### src/rtl/bus_xfer_sequencer_if.sv
// Request handshake and bus-control signals of the transfer sequencer.
// The master side issues {src, dest} requests; the slave side (the
// sequencer) drives the bus multiplexer select and destination loads.
interface bus_xfer_sequencer_if;
   logic        req_valid;
   logic        req_ready;
   logic [4:0]  req_src;
   logic [4:0]  req_dest;
   logic [4:0]  bus_select;
   logic [19:0] dest_load;
   logic        xfer_done;
   logic        busy;
   logic        err;

   modport master (
      output req_valid, req_src, req_dest,
      input  req_ready, bus_select, dest_load, xfer_done, busy, err
   );

   modport slave (
      input  req_valid, req_src, req_dest,
      output req_ready, bus_select, dest_load, xfer_done, busy, err
   );
endinterface

### src/rtl/bus_xfer_sequencer.sv
// Register-transfer sequencer: queues {src, dest} requests in a 2-entry
// FIFO and plays each one out as SETTLE (bus select only) followed by
// LOAD (select held, one destination load enable pulsed). Illegal codes
// still walk through SETTLE/LOAD but never load, and latch a sticky err.
module bus_xfer_sequencer (
   input logic                  clock,
   input logic                  clear,
   bus_xfer_sequencer_if.slave  bus
);
   typedef enum logic [1:0] {IDLE, SETTLE, LOAD} state_t;

   localparam logic [4:0] SEL_ZERO = 5'd31;  // mux input that reads zero

   state_t      state_q, state_d;
   logic [9:0]  mem_q [0:1];
   logic [9:0]  mem_d [0:1];
   logic        wr_ptr_q, wr_ptr_d;
   logic        rd_ptr_q, rd_ptr_d;
   logic [1:0]  count_q, count_d;
   logic [4:0]  work_src_q, work_src_d;
   logic [4:0]  work_dest_q, work_dest_d;
   logic [4:0]  bus_select_q, bus_select_d;
   logic [19:0] dest_load_q, dest_load_d;
   logic        xfer_done_q, xfer_done_d;
   logic        err_q, err_d;

   logic        req_ready;
   logic        push;
   logic        pop;
   logic        legal_d;
   logic [9:0]  head;
   logic [19:0] dest_onehot;

   // One-hot decode of the next working destination (codes 20-31 decode to zero)
   for (genvar gi = 0; gi < 20; gi++) begin : g_dest_dec
      assign dest_onehot[gi] = (work_dest_d == 5'(gi));
   end

   // Next-state, FIFO bookkeeping and registered-output computation
   always_comb begin
      req_ready   = (count_q != 2'd2);
      push        = bus.req_valid && req_ready;
      pop         = (count_q != 2'd0) && (state_q == IDLE || state_q == LOAD);
      head        = mem_q[rd_ptr_q];

      mem_d       = mem_q;
      if (push) begin
         mem_d[wr_ptr_q] = {bus.req_src, bus.req_dest};
      end
      wr_ptr_d    = wr_ptr_q ^ push;
      rd_ptr_d    = rd_ptr_q ^ pop;
      count_d     = count_q + 2'(push) - 2'(pop);

      state_d     = state_q;
      work_src_d  = work_src_q;
      work_dest_d = work_dest_q;
      case (state_q)
         IDLE: begin
            if (pop) begin
               state_d     = SETTLE;
               work_src_d  = head[9:5];
               work_dest_d = head[4:0];
            end
         end
         SETTLE: state_d = LOAD;
         LOAD: begin
            if (pop) begin
               state_d     = SETTLE;
               work_src_d  = head[9:5];
               work_dest_d = head[4:0];
            end else begin
               state_d = IDLE;
            end
         end
         default: state_d = IDLE;
      endcase

      legal_d      = (work_src_d < 5'd24) && (work_dest_d < 5'd20);

      // Outputs are decoded from the state being entered so they are flop outputs
      bus_select_d = SEL_ZERO;
      dest_load_d  = '0;
      xfer_done_d  = 1'b0;
      case (state_d)
         SETTLE: bus_select_d = work_src_d;
         LOAD: begin
            bus_select_d = work_src_d;
            dest_load_d  = legal_d ? dest_onehot : 20'd0;
            xfer_done_d  = legal_d;
         end
         default: ;
      endcase

      err_d = err_q || (state_d == LOAD && !legal_d);
   end

   // All sequencer state; clear overrides any push or pop in the same cycle
   always_ff @(posedge clock) begin
      if (clear) begin
         state_q      <= IDLE;
         wr_ptr_q     <= 1'b0;
         rd_ptr_q     <= 1'b0;
         count_q      <= 2'd0;
         work_src_q   <= 5'd0;
         work_dest_q  <= 5'd0;
         bus_select_q <= SEL_ZERO;
         dest_load_q  <= 20'd0;
         xfer_done_q  <= 1'b0;
         err_q        <= 1'b0;
      end else begin
         state_q      <= state_d;
         mem_q        <= mem_d;
         wr_ptr_q     <= wr_ptr_d;
         rd_ptr_q     <= rd_ptr_d;
         count_q      <= count_d;
         work_src_q   <= work_src_d;
         work_dest_q  <= work_dest_d;
         bus_select_q <= bus_select_d;
         dest_load_q  <= dest_load_d;
         xfer_done_q  <= xfer_done_d;
         err_q        <= err_d;
      end
   end

   assign bus.req_ready  = req_ready;
   assign bus.bus_select = bus_select_q;
   assign bus.dest_load  = dest_load_q;
   assign bus.xfer_done  = xfer_done_q;
   assign bus.busy       = (state_q != IDLE) || (count_q != 2'd0);
   assign bus.err        = err_q;
endmodule

### src/flat_wrapper.sv
// flat-port wrapper written by rule: the top's interface ports become plain ports
module bus_xfer_sequencer_flat 
  (clock, clear, bus_req_valid, bus_req_src, bus_req_dest, bus_req_ready, bus_bus_select, bus_dest_load, bus_xfer_done, bus_busy, bus_err);
  bus_xfer_sequencer_if bus_i ();
  input logic clock;
  input logic clear;
  input wire logic [$bits(bus_i.req_valid)-1:0] bus_req_valid;
  input wire logic [$bits(bus_i.req_src)-1:0] bus_req_src;
  input wire logic [$bits(bus_i.req_dest)-1:0] bus_req_dest;
  output wire logic [$bits(bus_i.req_ready)-1:0] bus_req_ready;
  output wire logic [$bits(bus_i.bus_select)-1:0] bus_bus_select;
  output wire logic [$bits(bus_i.dest_load)-1:0] bus_dest_load;
  output wire logic [$bits(bus_i.xfer_done)-1:0] bus_xfer_done;
  output wire logic [$bits(bus_i.busy)-1:0] bus_busy;
  output wire logic [$bits(bus_i.err)-1:0] bus_err;
  assign bus_i.req_valid = bus_req_valid;
  assign bus_i.req_src = bus_req_src;
  assign bus_i.req_dest = bus_req_dest;
  assign bus_req_ready = bus_i.req_ready;
  assign bus_bus_select = bus_i.bus_select;
  assign bus_dest_load = bus_i.dest_load;
  assign bus_xfer_done = bus_i.xfer_done;
  assign bus_busy = bus_i.busy;
  assign bus_err = bus_i.err;
  bus_xfer_sequencer u_core (.clock(clock), .clear(clear), .bus(bus_i));
endmodule
### config.mk
export PLATFORM = sky130hd
export DESIGN_NAME = bus_xfer_sequencer_flat
export DESIGN_NICKNAME = d
export VERILOG_FILES = /design/src/rtl/bus_xfer_sequencer_if.sv /design/src/rtl/bus_xfer_sequencer.sv /design/src/flat_wrapper.sv
export SDC_FILE = /design/constraint.sdc
export NUM_CORES = 1
export LEC_CHECK = 0
export BUFFER_PORTS_ARGS = -buffer_cell sky130_fd_sc_hd__buf_2
export CORE_MARGIN = 5
export CORE_UTILIZATION = 55
export CTS_BUF_LIST = sky130_fd_sc_hd__clkbuf_4 sky130_fd_sc_hd__clkbuf_8 sky130_fd_sc_hd__clkbuf_16
export CTS_CLUSTER_SIZE = 14
export DETAILED_ROUTE_END_ITERATION = 8
export GPL_TIMING_DRIVEN = 1
export PLACE_DENSITY = 0.78
export SLEW_MARGIN = 20
export SYNTH_ARGS = -nofsm -noshare
export SYNTH_HDL_FRONTEND = slang
export SYNTH_SLANG_ARGS = --single-unit
### constraint.sdc
create_clock -name clock -period 3.5 [get_ports clock]
set_clock_uncertainty 0.1 [all_clocks]
set_input_delay 0.7 -clock clock [delete_from_list [all_inputs] [get_ports clock]]
set_output_delay 0.7 -clock clock [all_outputs]
set_load 0.05 [all_outputs]
Word level (Yosys, flattened, before mapping)
Cells that the tools add are included.
{ "classes": {"add_sub_neg": 2, "magnitude_cmp": 5, "eq_ne": 24, "mux": 13, "bitwise_logic": 8, "n_reduce_logical": 19} }
{ "op_table": {"columns": ["op", "count"], "rows": [
  ["== test 5 x 4 -> 1 bit, second input constant", 8],
  ["2-to-1 mux 10 bit", 4],
  ["bitwise mux 20 bit", 1],
  ["== test 5 x 3 -> 1 bit, second input constant", 4],
  ["== test 5 bit, second input constant", 4],
  ["2-to-1 mux 5 bit", 4],
  ["demux 10 bit (select 1 bit)", 1],
  ["== test 5 x 2 -> 1 bit, second input constant", 2],
  ["less-than comparator 5 bit, second input constant", 2],
  ["OR reduction 2 bit", 4],
  ["one-hot mux 2 bit (3 select lines)", 1],
  ["== test 5 x 1 -> 1 bit, second input constant", 1],
  ["logical AND 1 bit", 5],
  ["zero test 5 bit", 1],
  ["== test 2 x 1 -> 1 bit, second input constant", 2],
  ["== test 2 bit, second input constant", 2],
  [">= comparator 2 bit, second input constant", 2],
  ["inverter 1 bit", 4],
  ["inverter 1 -> 2 bit", 2],
  ["nonzero test 2 bit", 2],
  ["logical OR 1 bit", 3],
  ["OR reduction 3 bit", 1],
  ["adder 2 x 1 -> 2 bit", 1],
  ["zero test 2 bit", 1],
  ["other kinds (8)", 9]
]} }
{ "totals": {"ff_bits": 63, "input_bits": 13, "out_inout_bits": 29, "word_cells": 83} }

Logic depth before layout (Yosys ltp)
Gate-level depths: netlist of the first run.
{ "depth": {"depth_word": 11, "mapped_depth": 9, "depth_no_buf": 8} }

Least setup slack after synthesis of the first run
Ideal clock, no wire load.
{ "synth_path": {"path_type": "register -> register", "start": "reg u_core.count_q[0]", "end": "reg u_core.mem_q[10] (netlist name) (enable)", "setup_time_ps": 390, "arrival_ps": 1787, "required_time_ps": 3010, "path_slack_ps": 1223, "path_stages_with_launch": 4, "path_buffers": 0, "synth_period_minus_slack_ps": 2277, "cell_sequence": "dfxtp_1 > nand2b_1 > nand2_1 > nor3_1"} }
{ "synth_via": {"elab_chain_len": 3} }
{ "synth_rtl": {"columns": ["item", "line", "text"], "rows": [
  ["start, declared", "bus_xfer_sequencer.sv:19", "logic [1:0] count_q, count_d;"],
  ["start signal, assigned", "bus_xfer_sequencer.sv:115", "count_q <= count_d;"],
  ["!= test 2 bit", "bus_xfer_sequencer.sv:41", "req_ready = (count_q != 2'd2);"],
  ["net bus_req_ready", "flat_wrapper.sv:10", "output wire logic [$bits(bus_i.req_ready)-1:0] bus_req_ready;"],
  ["logical AND 1 bit", "bus_xfer_sequencer.sv:42", "push = bus.req_valid && req_ready;"],
  ["AND reduction 2 bit (no source line)", null, null],
  ["end signal, assigned", "bus_xfer_sequencer.sv:112", "mem_q <= mem_d;"],
  ["end, declared", "bus_xfer_sequencer.sv:15", "logic [9:0] mem_q [0:1];"]
]} }
The timed path passes the listed nets, and every way through them passes these cells.
A chain may end at the register's enable or synchronous reset.

Worst setup path after layout of the first run
{ "layout_path": {"start": "reg u_core.count_q[0]", "end": "reg u_core.count_q[1]"} }
{ "layout_via": {"elab_chain_len": 4, "word_cells_on_any_way": 6, "classes_between": "2 x add/sub; 1 x eq/ne; 3 x reduce/logical"} }
{ "layout_rtl": {"columns": ["item", "line", "text"], "rows": [
  ["!= test 2 bit", "bus_xfer_sequencer.sv:41", null],
  ["logical AND 1 bit", "bus_xfer_sequencer.sv:42", null],
  ["adder 2 x 1 -> 2 bit", "bus_xfer_sequencer.sv:52", "count_d = count_q + 2'(push) - 2'(pop);"],
  ["subtractor 2 x 1 -> 2 bit *", "bus_xfer_sequencer.sv:52", null]
]} }
Mark *: on every way between the ends. The rest lies on a longest branch, timed or not.

==> flow_summary.toml, run 1 <==
[floorplan]
rows = 23
core_um2 = 3970
die_h_um = 74.0
initial_core_util_pct = 56.6
ios = 42
die_area_um2 = 5470
die_width_um = 74.0

[routing]
num_vias = 1475
drc_errors = 0
routedWlPerCell_um = 13.2
dr.pass1.iters = 4
viasPerCell = 5.02
drt-total-wl_um = 3870
ant_nets = 0
drt-initial-drc-count = 98

[logic_synthesis]
synth.avg_cell_area_um2 = 11.7
synth_cell_types = 36
yosys.area.top_type_share_pct = 38.3
synthCells = 193
syn_nets = 208
synth_top_area_cell = "dfxtp_1"
synth_warnings = 0
synth-seq-cells = 63
syn_area_um2 = 2250
synth-seq-area-share_pct = 65.0
synth_area_leaders = "dfxtp_1 38%, edfxtp_1 27%, nor2_1 7.3%, mux2i_1 3.6%, nor3b_1 2.3%"

[sta]
setup-tns-final_ns = 0
finalHoldViolCount = 0
slew_headroom_pct = 54.8
drv_slew = 0
setup_violations = 0
worst_pin_slew_ns = 0.677
rsz0062_at_grt = "no"
max_freq_mhz = 459
period_share_pct = 62.3
period_minus_slack_ns = 2.18

[finish]
final_common_cell = "nor2_1"
multi_input_area_um2 = 726
finalNonFillerCells = 294
num_antenna_cells = 0
fillerInstances = 340
areaGrowthSynthToFinish_pct = 19.0
final_cell_mix = "44 x nor2_1, 43 x dfxtp_1, 41 x buf_2"
drive_above_1_share_pct = 27.9
nets = 255
regArea_um2 = 1460

[job]
maxCapViolCount = 0

[power_and_ir_drop]
powerDensity_nw_per_um2 = 843
finalPower_mw = 2.26
irDropWorstVdd_uv = 377
leakagePower_nw = 1.11

[critical_path]
crit_path_end_kind = "register"
critPathMostFrequentCell = "ha_1"
crit_required_ns = 3.61
critPathArrivalTime_ns = 2.29
crit_slowest_cell = "o21bai_4"
criticalPathCategory = "register to register"
start_kind = "register"
critPathMaxStageDelay_ns = 0.48
path_max_fanout = 27
crit_chain = "o21bai_4 -> inv_2 -> ha_1 -> inv_1 -> ha_1 -> xor2_1 -> xnor2_1 -> nor2_1"

[grt]
grt_pass1_vias = 1376
grt_first_pass_wirelength_um = 6310
grt_usage_pct = 16.0
antenna_found_initial = 0
overflow = 0
grt_max_degree = 28

[cts]
cts.sinks = 63
cts_resized = 0
cts_buffer_depth = 2
path_clk_slew_ns = 0.06
holdBufCountCts = 0
cts_buffers = 9
cts_setup_buffers = 0
clk_latency_ns = 0.33
cts_root_buffer = "clkbuf_8"
cts_tree = "done"
cts.htree.levels = 3

[place]
dp_cells = 279
port_buffers = 41
dp_hpwl_um = 2740
gp_congestion = 0.825

[worst_hold_path]
hold_path.class = "register to register"

[status]
status = "finished, final reports clean"
-- synth_stat cells, drive strengths merged --
cell type	number
nor2	44
dfxtp	43
edfxtp	20
nand2	11
mux2i	9
a21oi	8
nor3b	7
inv	6
buf	5
nor3	5
and3	4
o211ai	4
o21ai	3
a211oi	2
ha	2
nand2b	2
nand4	2
xnor2	2
xor2	2
a22o	1
clkbuf	1
mux2	1
nand3	1
nand3b	1
nand4b	1
nor2b	1
nor4b	1
o21bai	1
or3	1
or3b	1
or4	1
-- per-stage QoR --
| stage | util, % | hold slack, ns | area [µm²] | setup WS (ns) |
|---|---|---|---|---|
| 3_5_place_dp | 62.6 | 0.345 | 2480 | 1.31 |
| 3_3_place_gp | 62.6 | 0.350 | 2480 | 1.34 |
| 6_report | 67.4 | 0.362 | 2680 | 1.32 |
| 5_1_grt | 67.4 | 0.397 | 2680 | 1.12 |
| 2_1_floorplan | - | 0.327 | 2250 | 1.22 |
| 4_1_cts | 67.4 | 0.359 | 2680 | 1.30 |
-- worst max-delay path: cells and delay by family, from the launching register on --
kind | cells | cell delay, ns
adder cells (fa/ha/maj) | 2 | 0.52
AO/OA/AOI/OAI | 1 | 0.48
flip-flops | 1 | 0.36
XOR/XNOR | 2 | 0.29
buffers and inverters | 2 | 0.27
AND/OR/NAND/NOR | 1 | 0.05
-- worst paths after layout --
kind / startpoint / end / slack (ns) / cells past startpoint
max: u_core.count_q[0]$_SDFF_PP0_ / u_core.count_q[1]$_SDFF_PP0_ / 1.32 / 8
min: u_core.work_src_q[0]$_SDFF_PP0_ / u_core.bus.bus_select[0]$_SDFF_PP1_ / 0.36 / 2
max reg2reg: u_core.count_q[0]$_SDFF_PP0_ / u_core.count_q[1]$_SDFF_PP0_ / 1.32 / 8
min reg2reg: u_core.work_src_q[0]$_SDFF_PP0_ / u_core.bus.bus_select[0]$_SDFF_PP1_ / 0.36 / 2
-- per-layer routing --
| layer | up-vias | wire length [µm] | track usage (%) |
|---|---|---|---|
| li1 | 754 | - | - |
| met3 | 10 | 305 | 6.22 |
| met4 | 0 | 99 | 10.5 |
| met2 | 45 | 1730 | 24.0 |
| met5 | - | 0 | 0 |
| met1 | 666 | 1730 | 19.0 |
-- final cells by class --
type                            instances  share of cell area [%]
Clock buffer                           12                    6.59
Clock inverter                          3                   0.561
Inverter                                6                   0.842
Multi-Input combinational cell        118                    27.1
Sequential cell                        63                    54.6
Tap cell                               50                    2.34
Timing Repair Buffer                   42                    7.95
-- where the power goes --
| part | switching [mW] | internal, mW |
|---|---|---|
| Sequential | 0.0846 | 0.874 |
| Clock | 0.253 | 0.331 |
| Combinational | 0.481 | 0.235 |
| Total | 0.818 | 1.44 |
-- registers in the layout, indices dropped and copies added (netlist names) --
signal,cells
u_core.bus.dest_load,20
u_core.bus.bus_select,5
u_core.wr_ptr_q,1
u_core.bus.xfer_done,1
u_core.work_src_q,5
u_core.state_q,2
u_core.mem_q,20
u_core.work_dest_q,5
u_core.rd_ptr_q,1
u_core.count_q,2
u_core.bus.err,1
-- logic make-up (layout without fill, tap and decap cells) --
kind of cell             Yosys count  in the layout  share of synthesized area, %
adder cells (fa/ha/maj)            2              2                          1.11
XOR/XNOR                           4              4                          1.56
AND/OR/NAND/NOR                   83             83                          18.0
buffers and inverters             12             63                          2.78
AO/OA/AOI/OAI                     19             19                          6.56
multiplexers                      10             10                          5.06
flip-flops                        63             63                          65.0
(Power assumes the default switching activity.)
==> run 2: changes to the inputs <==
--- a/config.mk
+++ b/config.mk
@@ -7,12 +7,12 @@
 export LEC_CHECK = 0
 export BUFFER_PORTS_ARGS = -buffer_cell sky130_fd_sc_hd__buf_2
 export CORE_MARGIN = 5
-export CORE_UTILIZATION = 55
+export CORE_UTILIZATION = 48
 export CTS_BUF_LIST = sky130_fd_sc_hd__clkbuf_4 sky130_fd_sc_hd__clkbuf_8 sky130_fd_sc_hd__clkbuf_16
 export CTS_CLUSTER_SIZE = 14
 export DETAILED_ROUTE_END_ITERATION = 8
 export GPL_TIMING_DRIVEN = 1
-export PLACE_DENSITY = 0.78
+export PLACE_DENSITY = 0.72
 export SLEW_MARGIN = 20
 export SYNTH_ARGS = -nofsm -noshare
 export SYNTH_HDL_FRONTEND = slang
==> constraint.sdc (replaced) <==
create_clock -name clock -period 2 [get_ports clock]
set_clock_uncertainty 0.1 [all_clocks]
set_input_delay 0.4 -clock clock [delete_from_list [all_inputs] [get_ports clock]]
set_output_delay 0.4 -clock clock [all_outputs]
set_load 0.05 [all_outputs]
==> run 2 against run 1 <==
Against the previous run: utilization decreased by 7.9 points; global-route usage decreased by 2.2 points; wire length decreased by 2.5%; non-clock buffer count increased by 8; die area increased by 13%; sequential share of layout area decreased by 1.6 points; worst setup slack got worse by 1.1 ns; sequential cell count unchanged; largest cell class unchanged; largest power group unchanged.
==> flow_summary.toml, run 2 (synthesis gave the netlist of run 1 again) <==
[status]
status = "finished, final reports clean"

[cts]
cts_tree = "done"
cts_buffers = 9
cts_buffer_depth = 2
cts.htree.levels = 3
cts.sinks = 63
cts_resized = 0
path_clk_slew_ns = 0.07
cts_root_buffer = "clkbuf_8"
clk_latency_ns = 0.34

[power_and_ir_drop]
p_int_mw = 2.59
powerDensity_nw_per_um2 = 1480
p_comb_share_pct = 33.9
pwr-share-clk_pct = 25.8
leakagePower_nw = 1.15
seqPwrFrac_pct = 40.3
irDropWorstVdd_uv = 676
finalPower_mw = 4.09
p_switching_mw = 1.50
switching_share_pct = 36.7

[grt]
grt_first_pass_wirelength_um = 6240
grt_max_degree = 20
grt_usage_pct = 13.8
grt_pass1_vias = 1420
overflow = 0
antenna_found_initial = 0

[finish]
final_cell_mix = "44 x nor2_1, 43 x dfxtp_1, 41 x buf_2"
finalNonFillerCells = 307
final_common_cell = "nor2_1"
fillerInstances = 380
areaGrowthSynthToFinish_pct = 22.5
drive_above_1_share_pct = 30.8
num_antenna_cells = 0
nets = 263
final_util_pct = 59.5

[routing]
drt-initial-drc-count = 59
viasPerCell = 4.98
drt-total-wl_um = 3770
ant_nets = 0
drc_errors = 0
dr.pass1.iters = 4
routedWlPerCell_um = 12.3
num_vias = 1529

[sta]
slew_headroom_pct = 61.2
rsz0062_at_grt = "no"
worst_pin_slew_ns = 0.576
setup-tns-final_ns = 0
worst_slack_ns = 0.211
period_share_pct = 89.5
setup_violations = 0
period_minus_slack_ns = 1.79
drv_slew = 0
finalHoldViolCount = 0
max_freq_mhz = 559

[floorplan]
die_h_um = 78.5
ios = 42
core_um2 = 4630
rows = 25
die_width_um = 78.5
initial_core_util_pct = 48.6
die_area_um2 = 6160

[critical_path]
start_kind = "register"
crit_end = "u_core.count_q[1]$_SDFF_PP0_"
crit_path_end_kind = "register"
cp-startpoint = "u_core.count_q[1]$_SDFF_PP0_"
worst-r2r-setup-slack_ns = 0.21
rr_endpoint = "u_core.count_q[1]$_SDFF_PP0_"
r2r-start = "u_core.count_q[1]$_SDFF_PP0_"
r2r_cells = 8
crit_required_ns = 2.13
critPathArrivalTime_ns = 1.91
criticalPathCategory = "register to register"
path_max_fanout = 10

[place]
gp_congestion = 0.796
port_buffers = 41
pre_cts_ws_ns = 0.152
dp_cells = 288
dp_hpwl_um = 2740

[job]
maxCapViolCount = 0

[worst_hold_path]
hold_path.class = "input pin to register"
[run 2: worst min-delay path by stage]
stage                               startpoint                                   to  slack, ns  cells past startpoint
2_1_floorplan  u_core.work_src_q[0]$_SDFF_PP0_  u_core.bus.bus_select[0]$_SDFF_PP1_       0.33                      2
3_3_place_gp   u_core.work_src_q[2]$_SDFF_PP0_  u_core.bus.bus_select[2]$_SDFF_PP1_       0.34                      2
3_5_place_dp   u_core.work_src_q[2]$_SDFF_PP0_  u_core.bus.bus_select[2]$_SDFF_PP1_       0.34                      2
4_1_cts                         bus_req_src[3]           u_core.mem_q[18]$_DFFE_PP_       0.13                      1
5_1_grt                        bus_req_dest[0]           u_core.mem_q[10]$_DFFE_PP_       0.12                      1
6_report                        bus_req_src[3]           u_core.mem_q[18]$_DFFE_PP_       0.15                      1
[run 2: metrics by stage]
step	hold WS (ns)	cell area, µm²
after CTS	0.129	2730
final	0.145	2760
after detailed placement	0.343	2530
after global routing	0.117	2760
after global placement	0.341	2530
after floorplan	0.327	2250
[run 2: worst max-delay path: stages, from the launching register on]
cell	delay, ns
dfxtp_1	0.36
o21bai_4	0.30
inv_2	0.06
ha_1	0.27
inv_1	0.04
ha_1	0.19
xor2_1	0.17
xnor2_1	0.13
nor2_1	0.05
[run 2: cell type report]
cell class | instances | area, µm² | area share [%]
Clock inverter | 5 | 38.8 | 1.41
Inverter | 6 | 22.5 | 0.817
Sequential cell | 63 | 1460 | 53.0
Timing Repair Buffer | 50 | 273 | 9.90
Clock buffer | 11 | 163 | 5.90
Tap cell | 54 | 67.6 | 2.45
Multi-Input combinational cell | 118 | 731 | 26.5
[run 2: routing by layer]
metal / wire, µm / vias to the layer above / GRT usage (%)
met4: 100 / 0 / 9.44
met3: 251 / 8 / 6.08
li1: - / 779 / -
met1: 1760 / 701 / 16.3
met5: 0 / - / 0
met2: 1660 / 41 / 19.9
[run 2: timing repair]
action,4_1_cts,5_1_grt
endpoints found under the setup margin,0,1
hold buffers,0,0
setup buffers,0,3
[run 2: power groups by stage]
stage / Combinational (mW) / Clock [mW] / Sequential, mW
finish: 1.39 / 1.05 / 1.65
global route: 1.52 / 1.15 / 1.68
CTS: 1.35 / 1.08 / 1.65
detailed placement: 1.35 / 0 / 1.68
global placement: 1.33 / 0 / 1.67
floorplan: 0.854 / 0 / 1.89
